### src/rtl/icache_refill_master_if.sv
// Shared icache memory-interface types plus the request/return bundle.
// icache_pkg: line/index geometry, request payload and return payload types.
// icache_refill_master_if: req/ack request channel and valid-only return channel.
package icache_pkg;
  localparam int ICACHE_SET_ASSOC    = 4;
  localparam int ICACHE_LINE_WIDTH   = 128;  // 16-byte line
  localparam int ICACHE_INDEX_WIDTH  = 12;   // byte index within a way
  localparam int ICACHE_OFFSET_WIDTH = $clog2(ICACHE_LINE_WIDTH / 8);
  localparam int ICACHE_TID_WIDTH    = 4;    // payload field; blocks may use fewer bits

  typedef enum logic [1:0] {
    ICACHE_IFILL_ACK = 2'd0,
    ICACHE_INV_REQ   = 2'd1
  } icache_in_t;

  typedef struct packed {
    logic                          all;
    logic [ICACHE_INDEX_WIDTH-1:0] idx;
  } icache_inval_t;

  typedef struct packed {
    logic [63:0]                 paddr;
    logic                        nc;
    logic [ICACHE_SET_ASSOC-1:0] way;
    logic [ICACHE_TID_WIDTH-1:0] tid;
  } icache_req_t;

  typedef struct packed {
    icache_in_t                   rtype;
    logic [ICACHE_LINE_WIDTH-1:0] data;
    icache_inval_t                inv;
    logic [ICACHE_TID_WIDTH-1:0]  tid;
  } icache_rtrn_t;
endpackage

interface icache_refill_master_if;
  import icache_pkg::*;

  logic         mem_data_req;
  logic         mem_data_ack;
  icache_req_t  mem_data;
  logic         mem_rtrn_vld;
  icache_rtrn_t mem_rtrn;

  modport master (
    output mem_data_req, mem_data,
    input  mem_data_ack, mem_rtrn_vld, mem_rtrn
  );

  modport slave (
    input  mem_data_req, mem_data,
    output mem_data_ack, mem_rtrn_vld, mem_rtrn
  );
endinterface

### src/rtl/icache_refill_master.sv
// Purpose: icache refill initiator - one miss at a time, req/ack to memory, line return to the client.
// Latency: grant -> mem request next cycle -> line_vld_o one cycle after the matching fill ack (3 cycles min).
// Backpressure: miss_gnt_o only in IDLE; mem_data_o held stable until mem_data_ack_i.
// Ports: clk_i/rst_ni; miss_* request + miss_gnt_o; line_* line return; inv_* invalidation pulse;
//        mem (icache_refill_master_if.master) memory side; err_unexp_o pulse, err_timeout_o sticky.
// Optional: ICACHE_REFILL_TIMEOUT_EN bounds WAIT to TimeoutCycles cycles and abandons the refill.
module icache_refill_master
  import icache_pkg::*;
#(
  parameter int unsigned TidWidth = 2
`ifdef ICACHE_REFILL_TIMEOUT_EN
  ,
  parameter int unsigned TimeoutCycles = 1024
`endif
) (
  input  logic                          clk_i,
  input  logic                          rst_ni,
  input  logic                          miss_req_i,
  input  logic [63:0]                   miss_paddr_i,
  input  logic                          miss_nc_i,
  input  logic [ICACHE_SET_ASSOC-1:0]   miss_way_i,
  output logic                          miss_gnt_o,
  output logic                          line_vld_o,
  output logic [ICACHE_LINE_WIDTH-1:0]  line_data_o,
  output logic [63:0]                   line_paddr_o,
  output logic                          line_noalloc_o,
  output logic                          inv_vld_o,
  output logic [ICACHE_INDEX_WIDTH-1:0] inv_idx_o,
  output logic                          inv_all_o,
  icache_refill_master_if.master        mem,
  output logic                          err_unexp_o,
  output logic                          err_timeout_o
);

  localparam int OffW = ICACHE_OFFSET_WIDTH;

  typedef enum logic [1:0] {IDLE, REQ, WAIT} state_e;

  state_e                        state_q, state_d;
  icache_req_t                   req_q, req_d;
  logic [TidWidth-1:0]           tid_cnt_q, tid_cnt_d;
  logic                          kill_q, kill_d;
  logic                          line_vld_q, line_vld_d;
  logic [ICACHE_LINE_WIDTH-1:0]  line_data_q, line_data_d;
  logic [63:0]                   line_paddr_q, line_paddr_d;
  logic                          line_noalloc_q, line_noalloc_d;
  logic                          inv_vld_q, inv_vld_d;
  logic [ICACHE_INDEX_WIDTH-1:0] inv_idx_q, inv_idx_d;
  logic                          inv_all_q, inv_all_d;
  logic                          err_unexp_q, err_unexp_d;

  logic rtrn_fill, rtrn_inv, fill_hit, inv_hit;

  // Non-cacheable fetches keep word granularity; cacheable ones are line aligned.
  function automatic logic [63:0] req_addr(input logic [63:0] pa, input logic nc);
    if (nc) return {pa[63:2], 2'b00};
    return {pa[63:OffW], {OffW{1'b0}}};
  endfunction

  assign rtrn_fill = mem.mem_rtrn_vld && (mem.mem_rtrn.rtype == ICACHE_IFILL_ACK);
  assign rtrn_inv  = mem.mem_rtrn_vld && (mem.mem_rtrn.rtype == ICACHE_INV_REQ);
  assign fill_hit  = rtrn_fill && (state_q == WAIT) && (mem.mem_rtrn.tid == req_q.tid);
  // Only the set-index bits matter: the line offset inside the index is ignored.
  assign inv_hit   = rtrn_inv && (state_q != IDLE) &&
                     (mem.mem_rtrn.inv.idx[ICACHE_INDEX_WIDTH-1:OffW] ==
                      req_q.paddr[ICACHE_INDEX_WIDTH-1:OffW]);

`ifdef ICACHE_REFILL_TIMEOUT_EN
  localparam int CntW = $clog2(TimeoutCycles + 1);
  logic [CntW-1:0] cnt_q, cnt_d;
  logic            err_to_q, err_to_d;
`endif

  always_comb begin
    state_d        = state_q;
    req_d          = req_q;
    tid_cnt_d      = tid_cnt_q;
    kill_d         = kill_q | inv_hit;
    line_vld_d     = 1'b0;
    line_data_d    = line_data_q;
    line_paddr_d   = line_paddr_q;
    line_noalloc_d = line_noalloc_q;
    inv_vld_d      = rtrn_inv;
    inv_idx_d      = rtrn_inv ? mem.mem_rtrn.inv.idx : inv_idx_q;
    inv_all_d      = rtrn_inv ? mem.mem_rtrn.inv.all : inv_all_q;
    err_unexp_d    = rtrn_fill && !fill_hit;
    miss_gnt_o     = 1'b0;
`ifdef ICACHE_REFILL_TIMEOUT_EN
    cnt_d          = cnt_q;
    err_to_d       = err_to_q;
`endif

    unique case (state_q)
      IDLE: begin
        miss_gnt_o = miss_req_i;
        if (miss_req_i) begin
          req_d.paddr = req_addr(miss_paddr_i, miss_nc_i);
          req_d.nc    = miss_nc_i;
          req_d.way   = miss_way_i;
          req_d.tid   = ICACHE_TID_WIDTH'(tid_cnt_q);
          kill_d      = 1'b0;
          state_d     = REQ;
        end
      end
      REQ: begin
        if (mem.mem_data_ack) begin
          tid_cnt_d = tid_cnt_q + TidWidth'(1);
          state_d   = WAIT;
`ifdef ICACHE_REFILL_TIMEOUT_EN
          cnt_d     = '0;
`endif
        end
      end
      WAIT: begin
        if (fill_hit) begin
          line_vld_d     = 1'b1;
          line_data_d    = mem.mem_rtrn.data;
          line_paddr_d   = req_q.paddr;
          // inv_hit cannot coincide with a fill today; kept so a same-cycle kill still wins.
          line_noalloc_d = req_q.nc | kill_q | inv_hit;
          kill_d         = 1'b0;
          state_d        = IDLE;
        end
`ifdef ICACHE_REFILL_TIMEOUT_EN
        else if (cnt_q == CntW'(TimeoutCycles - 1)) begin
          // Abandon the refill; a late ack for this tid is reported as unexpected.
          err_to_d = 1'b1;
          kill_d   = 1'b0;
          state_d  = IDLE;
        end else begin
          cnt_d = cnt_q + CntW'(1);
        end
`endif
      end
      default: state_d = IDLE;
    endcase
  end

  always_ff @(posedge clk_i or negedge rst_ni) begin
    if (!rst_ni) begin
      state_q        <= IDLE;
      req_q          <= '0;
      tid_cnt_q      <= '0;
      kill_q         <= 1'b0;
      line_vld_q     <= 1'b0;
      line_data_q    <= '0;
      line_paddr_q   <= '0;
      line_noalloc_q <= 1'b0;
      inv_vld_q      <= 1'b0;
      inv_idx_q      <= '0;
      inv_all_q      <= 1'b0;
      err_unexp_q    <= 1'b0;
    end else begin
      state_q        <= state_d;
      req_q          <= req_d;
      tid_cnt_q      <= tid_cnt_d;
      kill_q         <= kill_d;
      line_vld_q     <= line_vld_d;
      line_data_q    <= line_data_d;
      line_paddr_q   <= line_paddr_d;
      line_noalloc_q <= line_noalloc_d;
      inv_vld_q      <= inv_vld_d;
      inv_idx_q      <= inv_idx_d;
      inv_all_q      <= inv_all_d;
      err_unexp_q    <= err_unexp_d;
    end
  end

`ifdef ICACHE_REFILL_TIMEOUT_EN
  always_ff @(posedge clk_i or negedge rst_ni) begin
    if (!rst_ni) begin
      cnt_q    <= '0;
      err_to_q <= 1'b0;
    end else begin
      cnt_q    <= cnt_d;
      err_to_q <= err_to_d;
    end
  end
  assign err_timeout_o = err_to_q;
`else
  assign err_timeout_o = 1'b0;
`endif

  assign mem.mem_data_req = (state_q == REQ);
  assign mem.mem_data     = req_q;
  assign line_vld_o       = line_vld_q;
  assign line_data_o      = line_data_q;
  assign line_paddr_o     = line_paddr_q;
  assign line_noalloc_o   = line_noalloc_q;
  assign inv_vld_o        = inv_vld_q;
  assign inv_idx_o        = inv_idx_q;
  assign inv_all_o        = inv_all_q;
  assign err_unexp_o      = err_unexp_q;

endmodule

### src/flat_wrapper.sv
// flat-port wrapper written by rule: the top's interface ports become plain ports
module icache_refill_master_flat import icache_pkg::*;
#(
  parameter int unsigned TidWidth = 2

)
  (clk_i, rst_ni, miss_req_i, miss_paddr_i, miss_nc_i, miss_way_i, miss_gnt_o, line_vld_o, line_data_o, line_paddr_o, line_noalloc_o, inv_vld_o, inv_idx_o, inv_all_o, err_unexp_o, err_timeout_o, mem_mem_data_req, mem_mem_data, mem_mem_data_ack, mem_mem_rtrn_vld, mem_mem_rtrn);
  icache_refill_master_if mem_i ();
  input  logic clk_i;
  input  logic rst_ni;
  input  logic miss_req_i;
  input  logic [63:0] miss_paddr_i;
  input  logic miss_nc_i;
  input  logic [ICACHE_SET_ASSOC-1:0] miss_way_i;
  output logic miss_gnt_o;
  output logic line_vld_o;
  output logic [ICACHE_LINE_WIDTH-1:0] line_data_o;
  output logic [63:0] line_paddr_o;
  output logic line_noalloc_o;
  output logic inv_vld_o;
  output logic [ICACHE_INDEX_WIDTH-1:0] inv_idx_o;
  output logic inv_all_o;
  output logic err_unexp_o;
  output logic err_timeout_o;
  output wire logic [$bits(mem_i.mem_data_req)-1:0] mem_mem_data_req;
  output wire logic [$bits(mem_i.mem_data)-1:0] mem_mem_data;
  input wire logic [$bits(mem_i.mem_data_ack)-1:0] mem_mem_data_ack;
  input wire logic [$bits(mem_i.mem_rtrn_vld)-1:0] mem_mem_rtrn_vld;
  input wire logic [$bits(mem_i.mem_rtrn)-1:0] mem_mem_rtrn;
  assign mem_mem_data_req = mem_i.mem_data_req;
  assign mem_mem_data = mem_i.mem_data;
  assign mem_i.mem_data_ack = mem_mem_data_ack;
  assign mem_i.mem_rtrn_vld = mem_mem_rtrn_vld;
  assign mem_i.mem_rtrn = mem_mem_rtrn;
  icache_refill_master #(.TidWidth(TidWidth)) u_core (.clk_i(clk_i), .rst_ni(rst_ni), .miss_req_i(miss_req_i), .miss_paddr_i(miss_paddr_i), .miss_nc_i(miss_nc_i), .miss_way_i(miss_way_i), .miss_gnt_o(miss_gnt_o), .line_vld_o(line_vld_o), .line_data_o(line_data_o), .line_paddr_o(line_paddr_o), .line_noalloc_o(line_noalloc_o), .inv_vld_o(inv_vld_o), .inv_idx_o(inv_idx_o), .inv_all_o(inv_all_o), .mem(mem_i), .err_unexp_o(err_unexp_o), .err_timeout_o(err_timeout_o));
endmodule
### config.mk
export PLATFORM = sky130hd
export DESIGN_NAME = icache_refill_master_flat
export DESIGN_NICKNAME = d
export VERILOG_FILES = /design/src/rtl/icache_refill_master_if.sv /design/src/rtl/icache_refill_master.sv /design/src/flat_wrapper.sv
export SDC_FILE = /design/constraint.sdc
export NUM_CORES = 1
export LEC_CHECK = 0
export CORE_AREA = 4 4 193 195
export DETAILED_ROUTE_END_ITERATION = 8
export DIE_AREA = 0 0 197 199
export HOLD_SLACK_MARGIN = 0.15
export PLACE_DENSITY_LB_ADDON = 0.1
export SKIP_CTS_REPAIR_TIMING = 1
export SLEW_MARGIN = 5
export SYNTH_ARGS = -nofsm -noshare
export SYNTH_HDL_FRONTEND = slang
export SYNTH_SLANG_ARGS = --single-unit
### constraint.sdc
create_clock -name clk_i -period 4.15 [get_ports clk_i]
set_input_delay 0.83 -clock clk_i [delete_from_list [all_inputs] [get_ports clk_i]]
set_output_delay 0.83 -clock clk_i [all_outputs]
set_load 0.02 [all_outputs]
==> flow_summary.toml, run 1 <==
[logic_synthesis]
synth_area_per_cell_sq_um = 14.3
synth_cells = 786
yosysWarnings = 0
yosysUniqueCellTypes = 27
synth-seq-cells = 281
syn_area_sq_um = 11200
yosysSeqAreaShare = 0.627

[cells_and_area]
nNetsFinal = 1512
layout_common_cells = "clkdlybuf4s50_1 (495), dfrtp_1 (281), nand2_1 (223), mux2_4 (145), mux2_2 (53)"
layout-drive-gt1-share = 0.202
layout_commonest_cell = "clkdlybuf4s50_1"
design_area_sq_um = 17800
fill_cells = 3187
area_growth_syn_to_layout_pct = 58.4
fin_util = 0.502

[timing]
relSlewSlack = 0.390
timing.hold.ws_ns = 0.374
tightest_slew_ns = 0.915
final-hold-violation-count = 0
period_share = 0.758
rsz0062_at_grt = "false"
setup_violations = 0
finalSetupTns_ns = 0
skew_ns = 0.0122
max_freq_mhz = 318
period_needed_ns = 3.15
drv_slew = 0

[detailed_routing]
routed_wl_mm = 35.0
drc = 0
wire_per_inst_microns = 19.7
dr.pass1.iters = 4
vias = 7693
dr.first_iter.drc_count = 201
viasPerCell = 4.33
ant_nets = 0

[global_routing]
overflow = 0
grt_pass1_vias = 8281
grt_max_degree = 112
track_usage = 0.172
grt_pass1_wl_mm = 52.5
grt_antenna_before_repair = 2

[setup_path]
path_class = "input pin to primary output"
arrival_ns = 2.32
r2r_start = "u_core.state_q[0]"
rr_worst_depth = 4
worstSetupEndpointType = "primary output"
path_buf_inv = 3
cpLargestDelayFamily = "buffers and inverters"
cpPeakStageDelay_ns = 0.64
crit_fanout = 2
r2r_end = "u_core.line_data_o[76]"
worst_path_most_repeated_cell = "clkdlybuf4s50_1"
slowest_stage = "clkdlybuf4s50_1"
start_kind = "input pin"
cp_cell_sequence = "clkdlybuf4s50_1 > nand2b_1 > or2_4 > inv_2 > clkdlybuf4s50_1"
ff2ff_setup_slack_ns = 1.53
worstPathRequired_ns = 3.32

[placed_design]
hpwlAfterDp_mm = 25.5
port_buffers = 496
post_dp_cell_area_sq_um = 16600
globalplace.congestion = 0.752

[clock_tree]
cts_root_buf = "clkbuf_16"
clockBufferDepth = 3
clock_sinks = 281
htreeDepth = 2
cts_tree = "done"
insertion_delay_ns = 0.50
clkTransAtPathRegs_ns = 0.06
numCtsBuffers = 34

[power]
p_per_area_nw_per_um2 = 583
peakVddDrop_mv = 0.302
leakage_uw = 0.00872
total_power_uw = 10400

[die]
die_x_microns = 197
core.rowCount = 69
boundaryPins = 506
design.core.area_sq_um = 35400
die_h_microns = 199
dieArea_sq_um = 39200
initial_utilization = 0.317

[worst_hold_path]
hp-class = "input pin to async pin"

[run]
cap_violations = 0

[status]
status = "finished, final reports clean"
==> Yosys cell counts <==
library cell | number | share of area
dfrtp_1 | 281 | 0.63
nand2_1 | 223 | 0.075
mux2_4 | 145 | 0.19
mux2_2 | 53 | 0.053
buf_6 | 17 | 0.017
clkbuf_1 | 14 | 0.0047
xor2_1 | 10 | 0.0078
buf_4 | 7 | 0.0047
buf_2 | 5 | 0.0022
nor2_1 | 5 | 0.0017
o21ai_0 | 4 | 0.0018
inv_1 | 3 | 0.0010
buf_1 | 2 | 0.00067
nand3b_1 | 2 | 0.0013
nor4_1 | 2 | 0.0011
xnor2_1 | 2 | 0.0016
a21oi_1 | 1 | 0.00045
a31oi_1 | 1 | 0.00056
conb_1 | 1 | 0.00033
inv_2 | 1 | 0.00033
nand2b_1 | 1 | 0.00056
nand3_1 | 1 | 0.00045
nor2b_1 | 1 | 0.00056
or2_2 | 1 | 0.00056
or3b_2 | 1 | 0.00078
or4_1 | 1 | 0.00067
or4b_1 | 1 | 0.00089
==> per-layer routing <==
layer  GRT usage  vias up  part of all wire
met5           0        -                 0
met4      0.0493        0             0.024
met3      0.0672       46             0.097
met2       0.288      308              0.49
met1       0.207     3746              0.39
li1            -     3593                 -
==> through the flow <==
stage               cells  setup WS, ns
floorplan             792          1.49
global route         1778         0.970
global placement     1716         0.642
CTS                  1776          1.00
finish               1778          1.00
detailed placement   1716         0.627
==> final cells by class <==
class | count | area, sq um | area share
inverters | 4 | 15.0 | 0.000845
diodes | 2 | 5.00 | 0.000282
multi-input cells | 462 | 3880 | 0.218
flip-flops and latches | 281 | 7030 | 0.396
well taps | 461 | 577 | 0.0324
repair buffers | 508 | 5130 | 0.289
clock inverters | 8 | 96.3 | 0.00542
clock buffers | 52 | 1040 | 0.0586
==> state kept, by name (all words and copies together) (netlist names) <==
signal,count
u_core.err_unexp_o,1
u_core.inv_all_o,1
u_core.inv_idx_o,12
u_core.inv_vld_o,1
u_core.kill_q,1
u_core.line_data_o,128
u_core.line_noalloc_o,1
u_core.line_paddr_o,62
u_core.line_vld_o,1
u_core.mem.mem_data,69
u_core.state_q,2
u_core.tid_cnt_q,2
==> where the power goes <==
group          total, uW  internal, uW  leakage [uW]  switching (uW)
clock               2990          1860      0.000558            1140
combinational       3530          1760       0.00440            1770
sequential          3830          3380       0.00376             445
total              10400          7000       0.00872            3360
==> worst max path at each step <==
stage	from	end	depth (start not counted)
4_1_cts	miss_req_i	miss_gnt_o	5
3_3_place_gp	mem_mem_rtrn_vld	u_core.line_data_o[76]	5
5_1_grt	miss_req_i	miss_gnt_o	5
6_report	miss_req_i	miss_gnt_o	5
2_1_floorplan	mem_mem_rtrn[3]	u_core.line_data_o[0]	6
3_5_place_dp	mem_mem_rtrn_vld	u_core.line_data_o[87]	5
==> cell families after synthesis <==
group / count (synthesis) / synth area share
AND/OR/NAND/NOR: 239 / 0.0832
XOR/XNOR: 12 / 0.00936
AO/OA/AOI/OAI: 6 / 0.00279
other: 1 / 0.000334
multiplexers: 198 / 0.247
flip-flops: 281 / 0.627
buffers and inverters: 49 / 0.0307
(Power assumes the default switching activity.)
==> inputs of run 2 (changes only) <==
==> constraint.sdc (replaced) <==
create_clock -name clk_i -period 3 [get_ports clk_i]
set_input_delay 0.6 -clock clk_i [delete_from_list [all_inputs] [get_ports clk_i]]
set_output_delay 0.6 -clock clk_i [all_outputs]
set_load 0.02 [all_outputs]
==> flow_summary.toml, run 2 (synthesis results as in run 1) <==
[status]
status = "finished, final reports clean"

[global_routing]
grt_pass1_wl_mm = 52.4
track_usage = 0.172
grt_antenna_before_repair = 5
grt_pass1_vias = 8240
overflow = 0
grt_max_degree = 75

[power]
total_power_uw = 14300
p_int_uw = 9640
combPwrFrac = 0.342
switching_power_uw = 4650
switching_share = 0.325
seq_power_share = 0.371
peakVddDrop_mv = 0.692
leakage_uw = 0.00872
clock_power_share = 0.287
p_per_area_nw_per_um2 = 803

[die]
die_x_microns = 197
die_h_microns = 199
boundaryPins = 506
dieArea_sq_um = 39200
core.rowCount = 69
design.core.area_sq_um = 35400
initial_utilization = 0.317

[timing]
final-hold-violation-count = 0
max_freq_mhz = 374
timing.hold.ws_ns = 0.472
relSlewSlack = 0.406
tightest_slew_ns = 0.892
skew_ns = 0.0107
rsz0062_at_grt = "false"
setup_ws_ns = 0.328
setup_violations = 0
drv_slew = 0
period_needed_ns = 2.67
period_share = 0.891

[cells_and_area]
area_growth_syn_to_layout_pct = 58.5
largest_reg_flops = 128
layout_commonest_cell = "clkdlybuf4s50_1"
nNetsFinal = 1515
fin_util = 0.503
design_area_sq_um = 17800
layout-drive-gt1-share = 0.203
layout_common_cells = "clkdlybuf4s50_1 (495), dfrtp_1 (281), nand2_1 (223), mux2_4 (145), mux2_2 (53)"

[setup_path]
crit_start = "miss_req_i"
worst_path_most_repeated_cell = "clkdlybuf4s50_1"
arrival_ns = 2.07
cpPeakStageDelay_ns = 0.64
cp_cell_sequence = "clkdlybuf4s50_1 > nand2b_1 > or2_4 > inv_2 > clkdlybuf4s50_1"
slowest_stage = "clkdlybuf4s50_1"
worstPathRequired_ns = 2.40
r2r_start = "u_core.state_q[0]"
path_buf_inv = 3
ff2ff_setup_slack_ns = 0.61
crit_fanout = 2
worstSetupEndpointType = "primary output"
cpLargestDelayFamily = "buffers and inverters"
path_class = "input pin to primary output"
start_kind = "input pin"

[detailed_routing]
dr.pass1.iters = 4
ant_nets = 0
drc = 0
vias = 7699
routed_wl_mm = 35.2
viasPerCell = 4.31
wire_per_inst_microns = 19.7
dr.first_iter.drc_count = 266

[run]
cap_violations = 0

[placed_design]
globalplace.congestion = 0.751
port_buffers = 496
pre_cts_ws_ns = -0.0588
hpwlAfterDp_mm = 25.6
post_dp_cell_area_sq_um = 16600

[clock_tree]
clockBufferDepth = 3
cts_root_buf = "clkbuf_16"
clock_sinks = 281
cts_tree = "done"
htreeDepth = 2
clkTransAtPathRegs_ns = 0.06
numCtsBuffers = 34
insertion_delay_ns = 0.50

[worst_hold_path]
hp-class = "flop to flop"
hold_start = "u_core.tid_cnt_q[1]"
==> run 2: cell count changes in the layout (fill, tap and decap cells not counted), sizes merged <==
cell,before,now
clkbuf,52,51
dlygate4sd3,0,1
diode,2,5
buf,13,15
clkinv,5,7
==> run 2: through the flow <==
step	std cells	TNS, ns
3_3_place_gp	1718	-2.13
6_report	1785	0
5_1_grt	1785	0
4_1_cts	1779	0
2_1_floorplan	792	0
3_5_place_dp	1718	-4.20
==> run 2: cell type report <==
cell class              count  area (sq um)
fillers                  3177         17600
flip-flops and latches    281          7030
repair buffers            511          5160
multi-input cells         462          3880
clock buffers              51          1020
well taps                 461           577
clock inverters            10           103
inverters                   4          15.0
diodes                      5          12.5
==> run 2: power groups by stage <==
stage	logic, uW	clock network, uW	registers, uW
after floorplan	1250	0	6340
after global placement	4960	0	5340
after detailed placement	4960	0	5370
after CTS	4980	4250	5320
after global routing	5220	4410	5450
final	4890	4100	5300
==> run 2: path summary, 6_finish.rpt <==
check	to	cells past startpoint
min in group asynchronous	u_core.line_data_o[20]	2
worst max register to register	u_core.line_data_o[44]	4
worst max-delay path	miss_gnt_o	5
worst min-delay path	u_core.tid_cnt_q[1]	1
worst min register to register	u_core.tid_cnt_q[1]	1
max in group asynchronous	u_core.line_data_o[99]	3
==> run 2: routing by layer <==
| metal | global-route usage | share of wire | routed length, microns |
|---|---|---|---|
| met1 | 0.204 | 0.39 | 13800 |
| met5 | 0 | 0 | 0 |
| met4 | 0.0534 | 0.022 | 777 |
| met3 | 0.0705 | 0.099 | 3480 |
| met2 | 0.286 | 0.49 | 17200 |
